## src/rtl/eb_arb_pkg.sv

```systemverilog
`default_nettype none
// ============================================================================
// Module      : eb_arb_pkg
// Description : Shared definitions for the elastic-buffer round-robin arbiter.
//               Provides the source-index width helper and the buffer-slot
//               record type stored in the two-entry output FIFO.
// Revision    : 1.0 - initial release
// ============================================================================
package eb_arb_pkg;

    // Upper bounds for the fields of the shared slot record. An instance uses
    // only the low DW / SW bits; the rest stay zero and are trimmed away.
    localparam int unsigned c_dw_max = 1024;
    localparam int unsigned c_sw_max = 16;

    // Source-index width: max(1, clog2(n)).
    function automatic int unsigned sw_of(input int unsigned n);
        return (n <= 1) ? 1 : $clog2(n);
    endfunction

    // One buffered beat.
    typedef struct packed {
        logic [c_dw_max-1:0] data;
        logic [c_sw_max-1:0] src;
        logic                last;
    } slot_t;

endpackage
`default_nettype wire

```

## src/rtl/rr_pick.sv

```systemverilog
`default_nettype none
// ============================================================================
// Module      : rr_pick
// Description : Combinational round-robin picker. Returns the first set bit
//               of req found searching upward from ptr, modulo N.
// Ports       : req [N]  - request vector
//               ptr [SW] - highest-priority index this cycle
//               gnt [N]  - one-hot grant (all zero when nothing requested)
//               idx [SW] - index of the granted bit
//               any      - at least one request present
// Revision    : 1.0 - initial release
// ============================================================================
module rr_pick #(
    parameter int unsigned N  = 4,
    parameter int unsigned SW = 2
) (
    input  logic [N-1:0]  req,
    input  logic [SW-1:0] ptr,
    output logic [N-1:0]  gnt,
    output logic [SW-1:0] idx,
    output logic          any
);

    // Walk the offsets from farthest to nearest so the nearest requester to
    // ptr is the last one written and therefore wins.
    always_comb begin
        gnt = '0;
        idx = '0;
        any = 1'b0;
        for (int k = N - 1; k >= 0; k--) begin
            if (req[(int'(ptr) + k) % N]) begin
                gnt                         = '0;
                gnt[(int'(ptr) + k) % N]    = 1'b1;
                idx                         = SW'((int'(ptr) + k) % N);
                any                         = 1'b1;
            end
        end
    end

endmodule
`default_nettype wire

```

## src/rtl/eb_rr_arb.sv

```systemverilog
`default_nettype none
// ============================================================================
// Module      : eb_rr_arb
// Description : N-input round-robin arbiter feeding a two-slot output FIFO.
//               Input accept (ready_o) depends only on registered occupancy,
//               so there is no combinational path from ready_i to ready_o.
//               Optional packet lock: define EB_ARB_PKT_LOCK_EN to add the
//               last_i / last_o ports and keep a grant until the last beat.
// Ports       : clk, rst         - clock, synchronous active-high reset
//               data_i  [N*DW]   - requester payloads (requester k at k*DW)
//               valid_i [N]      - requester valid
//               ready_o [N]      - per-requester accept (at most one high)
//               last_i  [N]      - end-of-packet flags (lock build only)
//               data_o  [DW]     - payload of the oldest buffered beat
//               valid_o          - FIFO not empty
//               ready_i          - downstream accept
//               src_o   [SW]     - requester index of the beat on data_o
//               last_o           - last flag of that beat (lock build only)
// Revision    : 1.0 - initial release
// ============================================================================
module eb_rr_arb
    import eb_arb_pkg::*;
#(
    parameter int unsigned N  = 4,
    parameter int unsigned DW = 32   // must not exceed c_dw_max
) (
    input  logic                  clk,
    input  logic                  rst,
    input  logic [N*DW-1:0]       data_i,
    input  logic [N-1:0]          valid_i,
    output logic [N-1:0]          ready_o,
`ifdef EB_ARB_PKT_LOCK_EN
    input  logic [N-1:0]          last_i,
`endif
    output logic [DW-1:0]         data_o,
    output logic                  valid_o,
    input  logic                  ready_i,
    output logic [sw_of(N)-1:0]   src_o
`ifdef EB_ARB_PKT_LOCK_EN
    ,
    output logic                  last_o
`endif
);

    localparam int unsigned c_sw = sw_of(N);

    logic [1:0]      r_cnt;
    logic [c_sw-1:0] r_ptr;
    slot_t           r_head;     // oldest beat, drives the outputs
    slot_t           r_tail;     // second beat when r_cnt == 2
    logic            r_live;     // low for the first cycle after reset

`ifdef EB_ARB_PKT_LOCK_EN
    logic            r_lock;
    logic [c_sw-1:0] r_lock_src;
    logic [N-1:0]    w_lock_mask;
`endif

    logic [N-1:0]    w_req;
    logic [N-1:0]    w_gnt;
    logic [c_sw-1:0] w_idx;
    logic            w_any;
    logic            w_room;
    logic            w_push;
    logic            w_pop;
    logic [c_sw-1:0] w_ptr_inc;
    slot_t           w_new;
    logic            w_unused_bits;

    // ------------------------------------------------------------------
    // Request filtering and arbitration
    // ------------------------------------------------------------------
`ifdef EB_ARB_PKT_LOCK_EN
    always_comb begin
        w_lock_mask = '0;
        for (int k = 0; k < N; k++) begin
            w_lock_mask[k] = (r_lock_src == c_sw'(k));
        end
    end

    assign w_req = r_lock ? (valid_i & w_lock_mask) : valid_i;
`else
    assign w_req = valid_i;
`endif

    rr_pick #(
        .N  (N),
        .SW (c_sw)
    ) u_pick (
        .req (w_req),
        .ptr (r_ptr),
        .gnt (w_gnt),
        .idx (w_idx),
        .any (w_any)
    );

    // Room is purely registered state; downstream ready never reaches here.
    assign w_room  = r_live & (r_cnt != 2'd2);
    assign ready_o = w_room ? w_gnt : '0;
    assign w_push  = w_room & w_any;

    assign valid_o = (r_cnt != 2'd0);
    assign w_pop   = valid_o & ready_i;

    assign w_ptr_inc = (w_idx == c_sw'(N - 1)) ? '0 : w_idx + 1'b1;

    always_comb begin
        w_new                = '0;
        w_new.data[DW-1:0]   = data_i[int'(w_idx) * DW +: DW];
        w_new.src[c_sw-1:0]  = w_idx;
`ifdef EB_ARB_PKT_LOCK_EN
        w_new.last           = last_i[w_idx];
`endif
    end

    // ------------------------------------------------------------------
    // Two-slot FIFO, pointer and lock state
    // ------------------------------------------------------------------
    always_ff @(posedge clk) begin
        if (rst) begin
            r_cnt  <= 2'd0;
            r_ptr  <= '0;
            r_head <= '0;
            r_tail <= '0;
            r_live <= 1'b0;
`ifdef EB_ARB_PKT_LOCK_EN
            r_lock     <= 1'b0;
            r_lock_src <= '0;
`endif
        end else begin
            r_live <= 1'b1;

            case ({w_push, w_pop})
                2'b10: begin
                    if (r_cnt == 2'd0) begin
                        r_head <= w_new;
                    end else begin
                        r_tail <= w_new;
                    end
                    r_cnt <= r_cnt + 2'd1;
                end
                2'b01: begin
                    r_head <= r_tail;
                    r_tail <= '0;
                    r_cnt  <= r_cnt - 2'd1;
                end
                2'b11: begin
                    // Occupancy unchanged; the new beat lands behind the
                    // survivor (or becomes the head if there is none).
                    if (r_cnt == 2'd1) begin
                        r_head <= w_new;
                    end else begin
                        r_head <= r_tail;
                        r_tail <= w_new;
                    end
                end
                default: ;
            endcase

            if (w_push) begin
`ifdef EB_ARB_PKT_LOCK_EN
                // Pointer only moves when a packet ends; mid-packet beats
                // (re)arm the lock on the current winner.
                if (w_new.last) begin
                    r_lock <= 1'b0;
                    r_ptr  <= w_ptr_inc;
                end else begin
                    r_lock     <= 1'b1;
                    r_lock_src <= w_idx;
                end
`else
                r_ptr <= w_ptr_inc;
`endif
            end
        end
    end

    // ------------------------------------------------------------------
    // Outputs
    // ------------------------------------------------------------------
    assign data_o = r_head.data[DW-1:0];
    assign src_o  = r_head.src[c_sw-1:0];
`ifdef EB_ARB_PKT_LOCK_EN
    assign last_o = r_head.last;
`endif

    // Slot bits above DW / SW (and last when unlocked) are constant zero and
    // never read; fold them into one named sink.
    assign w_unused_bits = ^{r_head, r_tail};

endmodule
`default_nettype wire

```

## config.mk

```make
export PLATFORM = sky130hd
export DESIGN_NAME = eb_rr_arb
export DESIGN_NICKNAME = d
export VERILOG_FILES = /design/src/rtl/eb_arb_pkg.sv /design/src/rtl/rr_pick.sv /design/src/rtl/eb_rr_arb.sv
export SDC_FILE = /design/constraint.sdc
export NUM_CORES = 1
export LEC_CHECK = 0
export ABC_CLOCK_PERIOD_IN_PS = 9100
export CELL_PAD_IN_SITES_DETAIL_PLACEMENT = 0
export CELL_PAD_IN_SITES_GLOBAL_PLACEMENT = 1
export CORE_ASPECT_RATIO = 1.2
export CORE_MARGIN = 1.5
export CORE_UTILIZATION = 37
export DETAILED_ROUTE_END_ITERATION = 16
export PLACE_DENSITY = 0.92
export SKIP_LAST_GASP = 1
export SLEW_MARGIN = 25
export SYNTH_ARGS = -nofsm -noshare
export SYNTH_HDL_FRONTEND = slang
export SYNTH_SLANG_ARGS = --single-unit
```

## constraint.sdc

```tcl
create_clock -name clk -period 9.1 [get_ports clk]
set_clock_uncertainty 0.2 [all_clocks]
set_input_delay 2.73 -clock clk [delete_from_list [all_inputs] [get_ports clk]]
set_output_delay 2.73 -clock clk [all_outputs]
set_load 0.02 [all_outputs]
```

==> results.md, run 1 <==
- The launch point of the worst hold path is r_tail[30].
- The most used flip-flop cell after synthesis is dfxtp_1.
- Measured along the x axis, the die boundary spans 108.7 um.
- The worst register-to-register path has a depth of 6.
- Summing the sequential cell areas from Yosys gives 29.44% of the chip area.
- The critical path goes through clkdlybuf4s50_1 > mux4_2 > nor2b_1 > a221oi_1 > o31ai_1 > clkdlybuf4s50_1.
- The first global-routing pass estimated 24440 um of wire.
- The clock-pin slew of the registers on the worst-case setup and hold paths is 0.05 ns.
- Of the post-synthesis cell area, the dominant cell type holds 29.44%.
- The final setup violation count is 0.
- The mux cell area share after synthesis is 1.789%.
- Across all setup checks in the final design, the least slack found is 0.8298 ns.
- The final-report hold violation count was 0.
- The vias after detailed routing is 4717.
- Across the whole layout, storage elements account for 1461 um^2.
- Counting every instance in the synthesized netlist gives 501.
- The worst register-to-register path begins at r_ptr[0].
- The met1 layer wirelength in the final routing is 6082 um.
- The number of CTS-inserted buffers is 9.
- The critical path in this run is classified as primary input to output port.
- Entering global routing, the biggest net connects 68 pins.
- The worst endpoint required time is 6.17 ns.
- The final cycle utilization of the critical path is 90.88%.
- Summed over all layers, the routed wires come to 15320 um.
- In this run the remaining antenna-violating nets after routing total 0.
- The number of diodes added for antenna fixing is 0.
- The aggregate global routing overflow is 0.
- The Yosys warning count is 0.
- The clock net sink count is 73.
- The post-synthesis adder-cell area fraction is 3.780%.
- The DRC violation count after routing is 0.
- For this design the top-level I/O count stands at 174.
- Summing the areas of all and, or, nand and nor instances in the mapped netlist gives 14.97% of the synthesized area.
- In this run, post-CTS hold repair placed 0 buffers.
- After synthesis, the most frequently instantiated cells are 73 x dfxtp_1, 65 x o31ai_1, 59 x and3_1.
- The net count of the mapped netlist is 651.
- The via count of the first global-routing pass is 4911.
- The class of the tightest hold or removal check is register to register.
- The async set-or-reset flop fraction in the synthesized netlist is 0%.
- The post-route netlist has 16.80% of its cells at a drive strength greater than 1.
- The element type at the critical path end is an output port.
- Signal routing reaches up to met4.
- Each instance of the synthesized netlist takes up on average 9.910 um^2.
- Summed over all nets, wire length on met3 after detailed routing comes to 800 um.
- The number of port buffers is 173.
- The power density over the cells is 264.0 nW/um^2.
- The number of synthesized flops with an enable pin is 0.
- Summing the areas of all xor and xnor instances in the mapped netlist gives 0.3528% of the synthesized area.
- Summing every instance area after synthesis gives 4965 um^2.
- The number of gates resized after CTS was 0.
- The initial antenna violation count came to 0.
- The minimum clock period after layout is 8.270 ns.
- The initial core utilization is 37.67%.
- The critical-path cell with the highest stage delay is clkdlybuf4s50_1.
- The slack of the worst reg-to-reg path is 5.17 ns.
- Data on the critical path arrives at its endpoint at 5.34 ns.
- The leakage power of the design is 2.516 nW.
- The worst-case hold slack is 0.2509 ns.
- CTS placed an instance of clkbuf_16 at the clock tree root.
- The complex-gate fraction of the synthesized area is 42.26%.
- The headroom to the max-slew limit is 33.41%.
- The amount of wire on met2 after detailed routing is 8188 um.
- Setup repair after global routing left no endpoint under its margin.
- The per-cell via count in the routed design is 5.860.
- The routed length per placed instance is 19.03 um.
- After the last flow step, the layout net total stands at 782.
- The footprint of the multi-input gates is 3197 um^2.
- The worst setup path is launched from a primary input.
- The total routing resource utilization after global routing is 22.18%.
- The number of max-slew violations in the final report is 0.
- Synthesis inferred 73 register bits.
- At the pin with the least slew margin, the transition time is 0.9988 ns.
- The cell type with the highest occurrence count on the critical path is clkdlybuf4s50_1.
- The initialized floorplan defines 46 standard-cell rows.
- The endpoint with the worst hold slack is r_tail[30].
- Routability-driven placement finished with a final weighted congestion of 0.7717.
- The half-perimeter wire length after detailed placement is 10570 um.
- The die covers 14130 um^2.
- The total buffers and inverters traversed by the critical path is 2.
- The maximum count of clock buffers along a single path is 2.
- The detailed router's first-iteration violation count is 284.
- The maximum fanout along the worst path is 10.
- TritonCTS built the clock tree.
- The worst-case IR drop observed on VDD is 0.1565 mV.
- The instance count along the most critical hold path is 2.
- Summed over all instances, the cell type with the most area after synthesis is dfxtp_1.
- Post-CTS timing repair inserted 0 buffers for setup.
- The clock latency of the later-clocked register in the worst-skew pair is 0.33 ns.
- The clock tree synthesis step divided the H-tree into 3 levels.
- The area growth from synthesis to layout is 41.81%.
- The number of unique standard cell types used by synthesis is 50.
- The flow ran to the end, and the final reports show no timing, DRC or antenna violations.
- For this run, the share of the core covered by cells in the final layout is 53.42%.
- The core region is 13180 um^2.
- Yosys attributes the largest share of cell area to dfxtp_1 29%, o31ai_1 9.8%, a2111oi_2 7.9%.
- Fill cells in the final layout number 1198.
- The critical path's largest stage delay is 0.66 ns.
- Summed over all failing endpoints, the final setup total negative slack is 0 ns.
- The timing-limited maximum frequency is 120.9 MHz.
- The first TritonRoute pass finished after 5 iterations.
- The tool flagged a number of max-cap violations equal to 0.
- The dominant combinational cell family by area after synthesis is compound AO/OA/AOI/OAI gates.
- The vertical extent of the die is 129.9 um.
- The cell class contributing the biggest share of worst-path delay is buffers and inverters.
- In this run the critical register-to-register path is captured at data_o[30].
- The most numerous cell in the Yosys netlist is dfxtp_1.
- The post-placement setup slack is 0.8608 ns.
[per-stage QoR]
step                      area [um^2]  power (W)  instances
after floorplan                  4965   0.001170        501
after global placement           6670   0.001438        788
after detailed placement         6670   0.001470        788
after CTS                        7000   0.001859        804
after global routing             7041   0.001972        805
final                            7041   0.001859        805
[state kept, by name, indices dropped and copies added (netlist names)]
signal	count
r_tail	34
data_o	32
r_cnt	2
r_ptr	2
src_o	2
r_live	1
[where the power goes]
group	internal [W]	total [W]	switching, W
Sequential	0.000428	0.000494	0.0000659
Clock	0.000254	0.000385	0.000131
Combinational	0.000418	0.000980	0.000561
Total	0.00110	0.00186	0.000758
[cell type report]
cell class | instances | share of cell area [%]
Inverter | 10 | 0.5331
Clock buffer | 11 | 3.590
Timing Repair Buffer | 181 | 25.63
Tap cell | 168 | 2.986
Clock inverter | 5 | 1.102
Multi-Input combinational cell | 357 | 45.41
Sequential cell | 73 | 20.76
[layout by cell type (no fill, tap or decap), types with 7 or more instances in the layout]
| master | count |
|---|---|
| clkdlybuf4s50_1 | 173 |
| dfxtp_1 | 73 |
| o31ai_1 | 65 |
| and3_1 | 59 |
| nand2_1 | 40 |
| a22oi_1 | 32 |
| a2111oi_2 | 26 |
| a221oi_2 | 23 |
| ha_1 | 15 |
| a221oi_1 | 14 |
| a21oi_1 | 9 |
| clkbuf_16 | 9 |
| nor2b_1 | 8 |
| inv_1 | 8 |
| nand3_1 | 7 |
| buf_4 | 7 |
[worst min-delay path: stages, from the launching register on]
cell	delay, ns
dfxtp_1	0.32
nand2_1	0.05
o31ai_1	0.05
[worst max path at each step]
| stage | start | to | slack (ns) | cells past startpoint |
|---|---|---|---|---|
| 2_1_floorplan | valid_i[1] | ready_o[2] | 1.85 | 5 |
| 3_3_place_gp | valid_i[1] | ready_o[2] | 1.00 | 6 |
| 3_5_place_dp | valid_i[1] | ready_o[1] | 0.86 | 6 |
| 4_1_cts | valid_i[1] | ready_o[1] | 0.85 | 6 |
| 5_1_grt | valid_i[0] | ready_o[1] | 0.70 | 6 |
| 6_report | valid_i[1] | ready_o[1] | 0.83 | 6 |
[kinds of logic after synthesis]
kind of cell | after synthesis
AO/OA/AOI/OAI | 201
AND/OR/NAND/NOR | 134
flip-flops | 73
buffers and inverters | 71
adder cells (fa/ha/maj) | 15
multiplexers | 5
XOR/XNOR | 2
[per-layer routing]
| metal | global-route usage [%] | up-vias |
|---|---|---|
| met5 | 0 | - |
| met4 | 7.817 | 0 |
| met3 | 4.046 | 15 |
| met2 | 42.25 | 143 |
| met1 | 24.26 | 2291 |
| li1 | - | 2268 |
Note: power is estimated with default switching activity, not from simulation.
==> inputs of run 2 (changes only) <==
--- a/config.mk
+++ b/config.mk
@@ -6,13 +6,11 @@
 export NUM_CORES = 1
 export LEC_CHECK = 0
 export ABC_CLOCK_PERIOD_IN_PS = 9100
-export CELL_PAD_IN_SITES_DETAIL_PLACEMENT = 0
-export CELL_PAD_IN_SITES_GLOBAL_PLACEMENT = 1
 export CORE_ASPECT_RATIO = 1.2
 export CORE_MARGIN = 1.5
-export CORE_UTILIZATION = 37
+export CORE_UTILIZATION = 50
 export DETAILED_ROUTE_END_ITERATION = 16
-export PLACE_DENSITY = 0.92
+export PLACE_DENSITY = 0.93
 export SKIP_LAST_GASP = 1
 export SLEW_MARGIN = 25
 export SYNTH_ARGS = -nofsm -noshare
==> run 2 against run 1 <==
Compared with the run above:
- clock power fell by 18%
- non-clock buffer count rose by 2
- register-to-register slack got worse by 0.08 ns
- first-iteration DRC count fell by 7.0%
- die area fell by 25%
- largest power group unchanged
- highest routed layer unchanged
==> results.md, run 2 (same netlist as run 1, synthesis figures left out) <==
- The class of the tightest hold or removal check is register to register.
- The total routing resource utilization after global routing is 29.13%.
- The final setup violation count is 0.
- The overall power after layout is 0.001799 W.
- Summing all flip-flop and latch instances after layout gives 1461 um^2.
- Setup repair after global routing left no endpoint under its margin.
- The power density over the cells is 259.9 nW/um^2.
- The first detailed-routing pass took 6 iterations.
- After global routing the overflow that remains totals 0.
- Buffers inserted to repair hold after CTS numbered 0.
- The run finished with clean final reports.
- Of all nets on the critical path, the largest fanout is 10.
- The slowest stage of the critical path is the clkdlybuf4s50_1 cell.
- Summed over all layers, the routed wires come to 15440 um.
- The die covers 10540 um^2.
- The vias after detailed routing is 4894.
- The library cell used most frequently in the layout, excluding fill and tap cells, is clkdlybuf4s50_1.
- The multi-input combinational cells in the finished layout cover a total of 3186 um^2.
- The horizontal die dimension is 93.97 um.
- The clock net sink count is 73.
- The number of max-slew violations in the final report is 0.
- The final-report hold violation count is 0.
- At the pin with the least slew margin, the transition time is 1.041 ns.
- For this run, the slowest stage of the critical path takes 0.67 ns.
- The buffers inserted during post-CTS setup optimization is 0.
- The worst-case IR drop observed on VDD is 0.1240 mV.
- The area growth from synthesis to layout is 39.42%.
- The repair_antennas step left the layout with diodes totalling 0.
- The wire length of the first global-routing pass is 24510 um.
- The number of port buffers is 173.
- The max-capacitance violation count is 0.
- The initial antenna violation count is 0.
- The number of nets with antenna violations after routing is 0.
- The accumulated negative setup slack is 0 ns.
- After legalization and detailed placement, the total HPWL measured 10740 um.
- Data on the critical path is required at its endpoint by 6.17 ns.
- The core region area is 9613 um^2.
- The kind of start point of the critical path is a primary input.
- The critical path goes through clkdlybuf4s50_1 > mux4_2 > nor2b_1 > a221oi_1 > o31ai_1 > clkdlybuf4s50_1.
- The root buffer cell is clkbuf_16.
- The timing-limited maximum frequency is 119.3 MHz.
- The clock-pin slew of the registers on the worst-case setup and hold paths is 0.05 ns.
- In this run the vertical extent of the chip is 112.2 um.
- The count of pins on the block boundary is 174.
- The final cycle utilization of the critical path is 92.09%.
- STA puts the critical path data arrival time at 5.45 ns.
- The filler cell count in the final layout is 675.
- The pin count of the biggest net entering global routing is 67.
- The via count of the first global-routing pass is 5071.
- The number of cell rows is 39.
- The worst setup path is of the primary input to output port kind.
- Using the TritonRoute via totals, the vias-per-cell ratio works out to 6.423.
- The analysis attributes to cell leakage a power of 2.488 nW.
- The share of layout cells above drive strength 1 is 16.90%.
- The headroom to the max-slew limit is 30.63%.
- In the routed design, unresolved DRC markers number 0.
- Counting the buffers created by CTS gives 9.
- For this block, the initial DRC count from the detailed router was 264.
- The worst path needs 8.380 ns of the cycle, external delays included.
- In the layout the commonest cells are 173 x clkdlybuf4s50_1, 73 x dfxtp_1, 65 x o31ai_1.
- Among cell families on the critical path, the largest total delay comes from buffers and inverters.
- The flip-flop count of the largest register after layout is 34.
- The H-tree depth is 3.
- STA classifies the critical path endpoint as an output port.
- The clock passes through at most 2 buffers.
- In this design, the critical path's most frequently occurring cell is clkdlybuf4s50_1.
- The weighted congestion at the end of routability-driven global placement is 0.8788.
- The later pin in the worst-skew pair is clocked with a latency of 0.32 ns.
- The routed length per placed instance is 20.27 um.
- The initial core utilization is 51.65%.
- The net count of the finished layout is 784.
- TritonCTS built the clock tree.
- Post-CTS repair changed the size of 0 cells.
- Together, buffers and inverters on the worst path number 2.
- More flip-flops sit in one register than any other, and that register is r_tail.
==> run 2: cell count changes in the layout (fill, tap and decap cells not counted), sizes merged <==
cell / previous run / this run
buf: 8 / 10
bufinv: 2 / 0
clkinv: 2 / 4
clkbuf: 11 / 10
inv: 10 / 11
==> run 2: worst paths after layout <==
path	from	to	slack, ns	cells after the start
setup / recovery	valid_i[1]	ready_o[2]	0.72	6
hold / removal	r_tail[27]	r_tail[27]	0.26	2
setup reg to reg	r_ptr[0]	data_o[12]	5.09	6
hold reg to reg	r_tail[27]	r_tail[27]	0.26	2
==> run 2: metal layers <==
metal | up-vias | global-route usage (%) | wire [um]
met1 | 2348 | 32.94 | 5896
met5 | - | 0 | 0
met4 | 0 | 13.53 | 567
li1 | 2273 | - | -
met3 | 44 | 4.878 | 1000
met2 | 229 | 52.51 | 7981
==> run 2: worst reg2reg max path: cells and delay by family (launching register included) <==
family	cells	cell delay [ns]
AOI/OAI and AO/OA	4	2.13
adders and majority gates	1	0.57
buffers and inverters	1	0.27
DFF	1	0.75
==> run 2: power by group <==
group          internal [W]  switching [W]  total, W
combinational      0.000418       0.000568  0.000986
clock              0.000185       0.000132  0.000317
sequential         0.000428      0.0000674  0.000496
total               0.00103       0.000767   0.00180
==> run 2: area by class of cell <==
cell class | count | area share [%]
Clock buffer | 10 | 3.308
Clock inverter | 6 | 0.6327
Inverter | 10 | 0.5423
Multi-Input combinational cell | 357 | 46.02
Sequential cell | 73 | 21.11
Tap cell | 123 | 2.223
Timing Repair Buffer | 183 | 26.16
==> run 2: metrics by stage <==
step / hold slack [ns] / cell area, um^2 / std cells / worst slack, ns / util [%]
3_3_place_gp: 0.2336 / 6629 / 745 / 0.9571 / 68.96
4_1_cts: 0.2589 / 6913 / 762 / 0.7874 / 71.91
6_report: 0.2581 / 6922 / 762 / 0.7202 / 72.00
2_1_floorplan: 0.2260 / 4965 / 501 / 1.854 / -
3_5_place_dp: 0.2461 / 6640 / 746 / 0.7802 / 69.07
5_1_grt: 0.2733 / 6922 / 762 / 0.6600 / 72.00
==> inputs of run 3 (changes only) <==
--- a/config.mk
+++ b/config.mk
@@ -7,12 +7,11 @@
 export LEC_CHECK = 0
 export ABC_CLOCK_PERIOD_IN_PS = 9100
 export CORE_ASPECT_RATIO = 1.2
-export CORE_MARGIN = 1.5
+export CORE_MARGIN = 3
 export CORE_UTILIZATION = 50
 export DETAILED_ROUTE_END_ITERATION = 16
 export PLACE_DENSITY = 0.93
 export SKIP_LAST_GASP = 1
-export SLEW_MARGIN = 25
 export SYNTH_ARGS = -nofsm -noshare
 export SYNTH_HDL_FRONTEND = slang
 export SYNTH_SLANG_ARGS = --single-unit
==> run 3 against run 2 <==
Compared with the run above:
- maximum frequency up 1.4%
- final cell count down 0.52%
- largest cell class unchanged
- power shrank 0.53%
- clock power is essentially flat
- largest power group unchanged
- cell area shrank 0.61%
- first-iteration DRC count down 4.2%
- register-to-register slack lost 0.75 ns
- die area increased by 6.0%
- combinational power fell by 0.9%
- flip-flop and latch count unchanged
- worst setup slack better by 0.12 ns
- sequential share of layout area grew 0.13 points
==> results.md, run 3 (same netlist as run 1, synthesis figures left out) <==
- The flow ran to the end, and the final reports show no timing, DRC or antenna violations.
- The total routing resource utilization after global routing is 26.80%.
- Buffers added to address setup during post-CTS repair amount to 0.
- Gates resized during post-CTS repair numbered 0.
- The detailed-routing iteration count for the pre-antenna-repair pass is 5.
- The accumulated negative setup slack is 0 ns.
- The instance area after placement is 6606 um^2.
- The TritonCTS clock tree is yes.
- The register with the most flip-flops in the layout has 34 of them.
- For this design the ratio of total power to cell area is 260.1 nW/um^2.
- Headroom to the max-slew limit came out at 17.11%.
- The maximum vdd drop is 0.1290 mV.
- The clock latency of the later-clocked register in the worst-skew pair is 0.32 ns.
- The final cell area excluding filler cells is 6879 um^2.
- The clock net sink count is 73.
- Counting the fill cells in the layout gives 671.
- For the worst setup path, the data arrival time is 5.33 ns.
- The number of nets with antenna violations after routing is 0.
- The clock-pin slew of the registers on the worst-case setup and hold paths is 0.06 ns.
- The share of layout cells above drive strength 1 is 16.38%.
- Setup repair after global routing left no endpoint under its margin.
- Summing internal, switching and leakage power gives 0.001789 W.
- The worst-case hold slack is 0.2532 ns.
- Clock tree synthesis selected as its root buffer the cell clkbuf_16.
- The routed length per placed instance is 20.44 um.
- The final-report hold violation count is 0.
- The routed layout has 4934 vias.
- The worst setup path is launched from a primary input.
- The number of diodes added for antenna fixing is 0.
- The half-perimeter wire length after detailed placement is 10360 um.
- The critical-path cell with the highest stage delay is clkdlybuf4s50_1.
- CTS built an H-tree with a depth of 3.
- The total number of nets in the final design is 780.
- The initial antenna violation count is 0.
- Of all nets on the critical path, the largest fanout is 10.
- The minimum clock period after layout is 8.261 ns.
- At the worst endpoint, the required time is 6.17 ns.
- r_tail holds more flip-flops than any other register.
- At the end of routability-driven placement, the weighted congestion stood at 0.8567.
- The per-cell via count in the routed design is 6.509.
- The number of max-slew violations in the final report was 0.
- The aggregate global routing overflow is 0.
- The top cell types in the final layout, fill and taps aside, are 173 x clkdlybuf4s50_1, 73 x dfxtp_1, 65 x o31ai_1.
- The die is 96.97 um wide.
- Once the floorplan was initialized, standard cells occupied 51.65% of the core.
- The critical path contains buffers and inverters numbering 2 combined.
- The detailed router's first-iteration violation count is 253.
- The first global-routing pass estimated 24700 um of wire.
- The cell class contributing the biggest share of worst-path delay is buffers and inverters.
- The class of the tightest hold or removal check is register to register.
- The element type at the critical path end is an output port.
- The final cycle utilization of the critical path is 90.78%.
- The longest clock path from root to sink contains 2 buffers.
- The most numerous cell type found on the critical path is clkdlybuf4s50_1.
- TritonCTS created 9 clock buffers.
- The max-capacitance violation count is 0.
- The area growth from synthesis to layout is 38.56%.
- The signal on the critical path passes through clkdlybuf4s50_1 > mux4_2 > nor2b_1 > a221oi_1 > o31ai_1 > clkdlybuf4s50_1.
- The most common cell after layout, fill and taps aside is clkdlybuf4s50_1.
- During placement, the flow inserted port buffers numbering 173.
- The die is 115.2 um tall.
- The DRC violation count after routing is 0.
- The die covers 11170 um^2.
- The number of cell rows is 39.
- The count of pins on the block boundary is 174.
- Entering global routing, the biggest net connects 68 pins.
- On the worst path, the slowest cell contributes a delay of 0.64 ns.
- The via count of the first global-routing pass was 5110.
- Setup violations remaining at the end of the flow were counted as 0.
- For this design, the CTS-stage hold fixing added 0 buffers.
- The leakage power of the design is 2.459 nW.
- The core region area is 9613 um^2.
- The core utilization of the finished layout is 71.56%.
- For this run, the top clock speed supported by timing is 121.1 MHz.
- After detailed routing, the total wire length is 15500 um.
- For the pin with the worst max-slew slack, the measured transition is 1.243 ns.
- The class of the most critical setup path is primary input to output port.
==> run 3: changes by cell type in the layout (fill, tap and decap cells not counted), sizes merged <==
cell / before / now
clkinv: 4 / 1
buf: 10 / 6
clkinvlp: 1 / 4
==> run 3: area by class of cell <==
cell class | instances | area (um^2) | share of cell area [%]
Clock buffer | 10 | 229.0 | 3.328
Sequential cell | 73 | 1461 | 21.24
Tap cell | 123 | 153.9 | 2.237
Timing Repair Buffer | 179 | 1777 | 25.83
Inverter | 10 | 37.54 | 0.5457
Multi-Input combinational cell | 357 | 3177 | 46.18
Clock inverter | 6 | 43.79 | 0.6366
==> run 3: where the power goes <==
part	internal, W	switching, W	leakage (nW)
Sequential	0.000428	0.0000662	0.599
Combinational	0.000411	0.000566	1.74
Clock	0.000185	0.000133	0.121
==> run 3: final timing paths <==
check	start	to	slack, ns	depth (start not counted)
worst min register to register	r_tail[38]	r_tail[38]	0.25	2
worst max-delay path	valid_i[1]	ready_o[0]	0.84	6
worst min-delay path	r_tail[38]	r_tail[38]	0.25	2
worst max register to register	r_ptr[0]	data_o[25]	4.34	6
==> run 3: per-stage QoR <==
step,cells,setup WS (ns)
floorplan,501,1.854
global placement,742,1.004
detailed placement,742,0.8771
CTS,758,0.8771
global route,758,0.7175
finish,758,0.8394
==> run 3: metal layers <==
| layer | vias to the layer above | wire, um | GRT usage, % |
|---|---|---|---|
| met2 | 238 | 7928 | 48.76 |
| met1 | 2381 | 5915 | 29.69 |
| li1 | 2271 | - | - |
| met3 | 44 | 1031 | 5.158 |
| met5 | - | 0 | 0 |
| met4 | 0 | 622 | 14.14 |
==> run 3: worst reg2reg max path: cells and delay by family (launching register included) <==
| kind | cells | cell delay, ns |
|---|---|---|
| AOI/OAI and AO/OA | 3 | 1.91 |
| and+or+nand+nor | 1 | 0.84 |
| DFF | 1 | 0.74 |
| adders and majority gates | 1 | 0.68 |
| buffers and inverters | 1 | 0.26 |
